## src/rtl/memory_stage_pkg.sv

```systemverilog
// Shared encodings for the M stage: funct3 access sizes, result_src values, FSM states, MEM/WB record.
// Byte-lane logic assumes a 32-bit datapath (DW).
package mem_pkg;
  localparam int DW = 32;

  localparam logic [2:0] F3_B  = 3'b000;
  localparam logic [2:0] F3_H  = 3'b001;
  localparam logic [2:0] F3_W  = 3'b010;
  localparam logic [2:0] F3_BU = 3'b100;
  localparam logic [2:0] F3_HU = 3'b101;

  localparam logic [1:0] RES_ALU = 2'b00;
  localparam logic [1:0] RES_MEM = 2'b01;
  localparam logic [1:0] RES_PC4 = 2'b10;

  typedef enum logic {IDLE, BUSY} state_e;

  typedef struct packed {
    logic          valid;
    logic          reg_write;
    logic [1:0]    result_src;
    logic [DW-1:0] alu_result;
    logic [DW-1:0] read_data;
    logic [DW-1:0] pc_plus4;
    logic [4:0]    rd;
  } wb_t;
endpackage

```

## src/rtl/memory_stage_load_store_align.sv

```systemverilog
// Byte-lane steering: store data/enables from funct3+addr, and load extraction with sign/zero extension.
// Purely combinational; no backpressure.
module load_store_align
  import mem_pkg::*;
(
  input  logic [2:0]    funct3,
  input  logic [1:0]    addr_lo,
  input  logic [DW-1:0] st_data,
  input  logic [DW-1:0] rdata,
  output logic [3:0]    st_be,
  output logic [DW-1:0] st_wdata,
  output logic [DW-1:0] ld_data
);
  logic [7:0]  ld_byte;
  logic [15:0] ld_half;

  always_comb begin
    ld_byte  = rdata[{addr_lo, 3'b000} +: 8];
    ld_half  = addr_lo[1] ? rdata[31:16] : rdata[15:0];
    st_be    = 4'b1111;
    st_wdata = st_data;
    // Store encodings outside SB/SH fall through as a full word.
    case (funct3)
      F3_B: begin
        st_be    = 4'b0001 << addr_lo;
        st_wdata = {4{st_data[7:0]}};
      end
      F3_H: begin
        st_be    = addr_lo[1] ? 4'b1100 : 4'b0011;
        st_wdata = {2{st_data[15:0]}};
      end
      default: ;
    endcase
    ld_data = rdata;
    case (funct3)
      F3_B:    ld_data = {{24{ld_byte[7]}}, ld_byte};
      F3_BU:   ld_data = {24'b0, ld_byte};
      F3_H:    ld_data = {{16{ld_half[15]}}, ld_half};
      F3_HU:   ld_data = {16'b0, ld_half};
      F3_W:    ld_data = rdata;
      default: ld_data = rdata;
    endcase
  end
endmodule

```

## src/rtl/memory_stage.sv

```systemverilog
// RV32I memory stage + MEM/WB register; optional MISALIGN_TRAP_EN turns misaligned H/W accesses into a flagged no-op.
// Latency: 1 cycle for non-memory ops, 2+ cycles for loads/stores (issue, then wait for dmem_ack).
// Backpressure: stall_m holds upstream while an access is being issued or awaiting ack.
module memory_stage
  import mem_pkg::*;
#(
  parameter int D_WIDTH = 32,
  parameter int A_WIDTH = 32
) (
  input  logic               clk,
  input  logic               rst_n,
  input  logic               valid_m,
  input  logic               reg_write_m,
  input  logic               mem_write_m,
  input  logic [1:0]         result_src_m,
  input  logic [2:0]         funct3_m,
  input  logic [D_WIDTH-1:0] alu_result_m,
  input  logic [D_WIDTH-1:0] write_data_m,
  input  logic [D_WIDTH-1:0] pc_plus4_m,
  input  logic [4:0]         rd_m,
  output logic               stall_m,
  output logic               dmem_req,
  output logic               dmem_we,
  output logic [A_WIDTH-1:0] dmem_addr,
  output logic [D_WIDTH-1:0] dmem_wdata,
  output logic [3:0]         dmem_be,
  input  logic               dmem_ack,
  input  logic [D_WIDTH-1:0] dmem_rdata,
  output logic               valid_w,
  output logic               reg_write_w,
  output logic [1:0]         result_src_w,
  output logic [D_WIDTH-1:0] alu_result_w,
  output logic [D_WIDTH-1:0] read_data_w,
  output logic [D_WIDTH-1:0] pc_plus4_w,
  output logic [4:0]         rd_w
`ifdef MISALIGN_TRAP_EN
  ,
  output logic               misaligned_w
`endif
);
  state_e             state_q, state_d;
  logic               dmem_req_q, dmem_req_d, dmem_we_q, dmem_we_d;
  logic [A_WIDTH-1:0] dmem_addr_q, dmem_addr_d;
  logic [D_WIDTH-1:0] dmem_wdata_q, dmem_wdata_d;
  logic [3:0]         dmem_be_q, dmem_be_d;
  wb_t                wb_q, wb_d, wb_cap;
  logic               is_mem, mis, issue;
  logic [3:0]         st_be;
  logic [D_WIDTH-1:0] st_wdata, ld_data;

  load_store_align u_align (
    .funct3   (funct3_m),
    .addr_lo  (alu_result_m[1:0]),
    .st_data  (write_data_m),
    .rdata    (dmem_rdata),
    .st_be    (st_be),
    .st_wdata (st_wdata),
    .ld_data  (ld_data)
  );

  assign is_mem = valid_m & (mem_write_m | (result_src_m == RES_MEM));

`ifdef MISALIGN_TRAP_EN
  logic acc_byte, acc_half, misaligned_q, misaligned_d;
  always_comb begin
    acc_byte = mem_write_m ? (funct3_m == F3_B) : (funct3_m == F3_B || funct3_m == F3_BU);
    acc_half = mem_write_m ? (funct3_m == F3_H) : (funct3_m == F3_H || funct3_m == F3_HU);
    mis = is_mem & ((acc_half & alu_result_m[0]) |
                    (~acc_half & ~acc_byte & (alu_result_m[1:0] != 2'b00)));
  end
`else
  assign mis = 1'b0;
`endif

  assign issue   = is_mem & ~mis;
  assign stall_m = ((state_q == IDLE) & issue) | ((state_q == BUSY) & ~dmem_ack);

  always_comb begin
    wb_cap            = '0;
    wb_cap.valid      = valid_m;
    wb_cap.reg_write  = reg_write_m & valid_m & ~mis;
    wb_cap.result_src = result_src_m;
    wb_cap.alu_result = alu_result_m;
    wb_cap.pc_plus4   = pc_plus4_m;
    wb_cap.rd         = rd_m;
  end

  always_comb begin
    state_d      = state_q;
    dmem_req_d   = dmem_req_q;
    dmem_we_d    = dmem_we_q;
    dmem_addr_d  = dmem_addr_q;
    dmem_wdata_d = dmem_wdata_q;
    dmem_be_d    = dmem_be_q;
    wb_d         = '0;
    case (state_q)
      IDLE: begin
        if (issue) begin
          state_d      = BUSY;
          dmem_req_d   = 1'b1;
          dmem_we_d    = mem_write_m;
          dmem_addr_d  = {alu_result_m[A_WIDTH-1:2], 2'b00};
          dmem_wdata_d = mem_write_m ? st_wdata : '0;
          dmem_be_d    = mem_write_m ? st_be : 4'b1111;
        end else begin
          wb_d = wb_cap;
        end
      end
      BUSY: begin
        // M inputs are frozen by stall_m, so the held instruction is captured on ack.
        if (dmem_ack) begin
          state_d        = IDLE;
          dmem_req_d     = 1'b0;
          dmem_we_d      = 1'b0;
          dmem_be_d      = 4'b0000;
          wb_d           = wb_cap;
          wb_d.read_data = dmem_we_q ? '0 : ld_data;
        end
      end
      default: state_d = IDLE;
    endcase
  end

  always_ff @(posedge clk) begin
    if (!rst_n) begin
      state_q      <= IDLE;
      dmem_req_q   <= 1'b0;
      dmem_we_q    <= 1'b0;
      dmem_addr_q  <= '0;
      dmem_wdata_q <= '0;
      dmem_be_q    <= 4'b0000;
      wb_q         <= '0;
    end else begin
      state_q      <= state_d;
      dmem_req_q   <= dmem_req_d;
      dmem_we_q    <= dmem_we_d;
      dmem_addr_q  <= dmem_addr_d;
      dmem_wdata_q <= dmem_wdata_d;
      dmem_be_q    <= dmem_be_d;
      wb_q         <= wb_d;
    end
  end

`ifdef MISALIGN_TRAP_EN
  assign misaligned_d = (state_q == IDLE) & mis;
  always_ff @(posedge clk) begin
    if (!rst_n) misaligned_q <= 1'b0;
    else        misaligned_q <= misaligned_d;
  end
  assign misaligned_w = misaligned_q;
`endif

  assign dmem_req     = dmem_req_q;
  assign dmem_we      = dmem_we_q;
  assign dmem_addr    = dmem_addr_q;
  assign dmem_wdata   = dmem_wdata_q;
  assign dmem_be      = dmem_be_q;
  assign valid_w      = wb_q.valid;
  assign reg_write_w  = wb_q.reg_write;
  assign result_src_w = wb_q.result_src;
  assign alu_result_w = wb_q.alu_result;
  assign read_data_w  = wb_q.read_data;
  assign pc_plus4_w   = wb_q.pc_plus4;
  assign rd_w         = wb_q.rd;
endmodule
```

## config.mk

```make
export PLATFORM = sky130hd
export DESIGN_NAME = memory_stage
export DESIGN_NICKNAME = d
export VERILOG_FILES = /design/src/rtl/memory_stage_pkg.sv /design/src/rtl/memory_stage_load_store_align.sv /design/src/rtl/memory_stage.sv
export SDC_FILE = /design/constraint.sdc
export NUM_CORES = 1
export LEC_CHECK = 0
export ABC_AREA = 1
export CORE_MARGIN = 2
export CORE_UTILIZATION = 41
export CTS_CLUSTER_SIZE = 30
export DETAILED_ROUTE_END_ITERATION = 7
export GPL_TIMING_DRIVEN = 0
export PLACE_DENSITY = 0.84
export SYNTH_ARGS = -nofsm -noshare
export SYNTH_HDL_FRONTEND = slang
export SYNTH_HIERARCHICAL = 1
export SYNTH_SLANG_ARGS = --single-unit
```

## constraint.sdc

```tcl
create_clock -name clk -period 1.9 [get_ports clk]
set_clock_uncertainty 0.1 [all_clocks]
set_input_delay 0.285 -clock clk [delete_from_list [all_inputs] [get_ports clk]]
set_output_delay 0.285 -clock clk [all_outputs]
set_load 0.01 [all_outputs]
```

==> run_results.csv <==
group,metric,value,unit
synth,synth_area_leader_cell,"dfxtp_1",
layout,drive_above_1_share,9.72,%
timing,max_slew_margin,61.4,%
critical_path,endpoint_kind,"output port",
critical_path,crit_path_start_kind,"input port",
global_route,grt_pass1_wl,35.0,mm
clocking,clkSinkCount,174,
synth,synth.area.top_cells,"dfxtp_1 52%, nand2_1 14%, nor2_1 10%, nand3_1 4.0%, a21oi_1 3.0%",
route,detail_route.vias_per_cell,4.77,
clocking,cts_buffers,17,
global_route,antenna_found_initial,0,
run_status,status,"finished, final reports clean",
route,vias,6971,
timing,finalSetupViolCount,0,
power,p_per_area,876,nW/um2
layout,final_cell_area,10900,um2
floorplanning,io-pin-count,320,
layout,final_cells,1461,
synth,synth_cell_types,29,
clocking,clk_latency,0.42,ns
timing,worstMarginPinSlew,0.580,ns
timing,slew_viol_final,0,
floorplanning,core,16000,um2
critical_path,cp.arrival,1.44,ns
timing,rsz0062_at_grt,"no",
global_route,first_global_vias,6520,
synth,netlist_area,6760,um2
critical_path,crit_fanout,8,
place,dpl_worst_slack,-0.883,ns
clocking,clk_path_buf_depth,2,
critical_path,critPathSlowestCell,"clkdlybuf4s50_1",
critical_path,crit_chain,"clkdlybuf4s50_1 > inv_1 > nor2_4 > nand2_4 > nand2_8 > clkdlybuf4s15_2",
timing,fin_crit_sh,96.1,%
power,ir_drop,0.000607,V
global_route,grt-ovfl-total,0,
layout,area_growth,61.5,%
timing,period_minus_slack,1.83,ns
power,p_total,9.55,mW
timing,final.hold.worst_slack,0.210,ns
clocking,clk_pin_slew,0.06,ns
clocking,cts_tree,"built",
floorplanning,initial_core_util,42.2,%
route,drtIter0Drc,535,
power,p_leak,4.71,nW
synth,synth_cells,896,
synth,ys_ff_latch,174,
critical_path,worstPathRequired,1.51,ns
critical_path,cp_slowest_stage_delay,0.49,ns
layout,final_core_util,68.2,%
timing,hold_viol_final,0,
route,wl,22.9,mm
clocking,htree_levels,4,
layout,n_antenna_cell,0,
hold_path,hp-class,"input port to flop",
timing,setup_tns,0,ns
critical_path,r2r_slack,0.33,ns
place,place_area,10200,um2
floorplanning,fp.dieW,132,um
floorplanning,die-area,17500,um2
route,postRouteAntennaNets,0,
timing,setup_slack,0.0735,ns
floorplanning,die_h,132,um
clocking,cts_root_buffer,"clkbuf_16",
timing,fmax,0.547,GHz
synth,syn_area_per_cell,7.54,um2
place,placedCellCount,1428,
route,wl_per_cell,15.7,um
layout,final_nets,1376,
critical_path,worstSetupPathType,"input port to output port",
route,first_pass_iters,7,
layout,fillCellCount,1347,
global_route,gr-usage-all-layers,25.5,%
place,post-dp-hpwl,17.4,mm
floorplanning,rows,46,
critical_path,cp_top_family,"buffers and inverters",
synth,synth_top_area_share,51.6,%
synth,seq_area_frac_synth,51.6,%
clocking,cts_hold_buf,0,
flow_run,cap_violations,0,
place,portBuffers,315,
critical_path,path_buf_inv,3,
place,gp_congestion,0.863,
route,drc,0,
synth,yosysWarnings,6,
global_route,grt_max_degree,18,
## metal layers
layer  up-vias  wire (um)  share of wire [%]  global-route usage [%]
met5         -          0                  0                       0
met4         0        618                2.7                    9.68
met2       329      11300                 49                    43.6
met1      3141       9200                 40                    31.2
li1       3452          -                  -                       -
met3        49       1760                7.7                    5.96
## synthesized netlist by cell type, drive strengths merged
| master | instances |
|---|---|
| o21ai | 41 |
| nor2 | 188 |
| dfxtp | 174 |
| clkbuf | 17 |
| inv | 52 |
| nand2 | 258 |
| nor3 | 2 |
| buf | 43 |
| conb | 1 |
| nand4 | 3 |
| or2 | 5 |
| nand3 | 68 |
| or3 | 1 |
| nor3b | 1 |
| clkinv | 1 |
| a21oi | 41 |
## power breakdown
group | switching [mW] | internal (mW)
combinational | 0.797 | 0.846
clock | 1.59 | 2.39
sequential | 0.0792 | 3.85
total | 2.46 | 7.09
## logic make-up after synthesis
| kind of cell | Yosys count | share of synthesized area (%) |
|---|---|---|
| AND/OR/NAND/NOR | 526 | 33.4 |
| flip-flops | 174 | 51.6 |
| buffers and inverters | 113 | 8.67 |
| AO/OA/AOI/OAI | 82 | 6.30 |
| other | 1 | 0.0555 |
## worst reg2reg max path, delay by kind of cell, from the launching register on
kind / cells / cell delay, ns
buf+inv: 3 / 0.57
flops: 1 / 0.37
simple gates: 3 / 0.42
## layout by cell type (no fill, tap or decap), types with 2 or more instances in the layout
cell type / synthesis / final
nand2_1: 246 / 244
nand2_2: 7 / 6
nand4_1: 3 / 3
clkinv_8: 0 / 2
conb_1: 1 / 2
bufinv_16: 0 / 5
or2_2: 5 / 4
buf_4: 12 / 14
nand3_1: 54 / 54
o21ai_0: 40 / 40
nand3_2: 14 / 14
buf_2: 19 / 18
inv_8: 0 / 2
clkbuf_16: 0 / 17
nand2_4: 4 / 6
a21oi_1: 40 / 40
buf_6: 11 / 11
nor3_1: 2 / 2
nor2_1: 185 / 185
clkdlybuf4s50_1: 0 / 314
clkbuf_1: 17 / 18
nand2_8: 1 / 2
inv_1: 46 / 46
nor2_8: 2 / 2
inv_6: 0 / 4
inv_2: 4 / 4
dfxtp_1: 174 / 173
inv_4: 2 / 2
## path summary, 6_finish.rpt
check        cells after the start                           to                         from
max                              6                      stall_m                      valid_m
min                              5   read_data_w[10]$_SDFF_PP0_                  funct3_m[0]
max reg2reg                      6  alu_result_w[18]$_SDFF_PN0_           state_q$_SDFF_PN0_
min reg2reg                      2  dmem_wdata[29]$_SDFFE_PN0P_  dmem_wdata[29]$_SDFFE_PN0P_
## registers in the layout, indices dropped and copies added, names as in the netlist
name,cells
reg_write_w,1
dmem_wdata,32
dmem_addr,30
result_src_w,2
pc_plus4_w,32
valid_w,1
dmem_we,1
alu_result_w,32
dmem_be,4
read_data_w,32
rd_w,5
state_q,1
dmem_req,1
## layout make-up
class / count / area (um2) / share of cell area, %
timing repair buffer: 317 / 3170 / 29.1
sequential: 174 / 3480 / 31.9
buffer: 59 / 372 / 3.41
clock buffer: 18 / 429 / 3.93
multi-input combinational: 610 / 2730 / 25.0
clock inverter: 14 / 248 / 2.27
tap: 216 / 270 / 2.48
inverter: 53 / 209 / 1.92
## what timing repair did
action	in CTS	in global routing
gates resized for setup	12	0
endpoints found under the setup margin	1	1
pin swaps	1	1
buffers inserted	1	1
No activity file was read; power rests on OpenSTA's default activity.
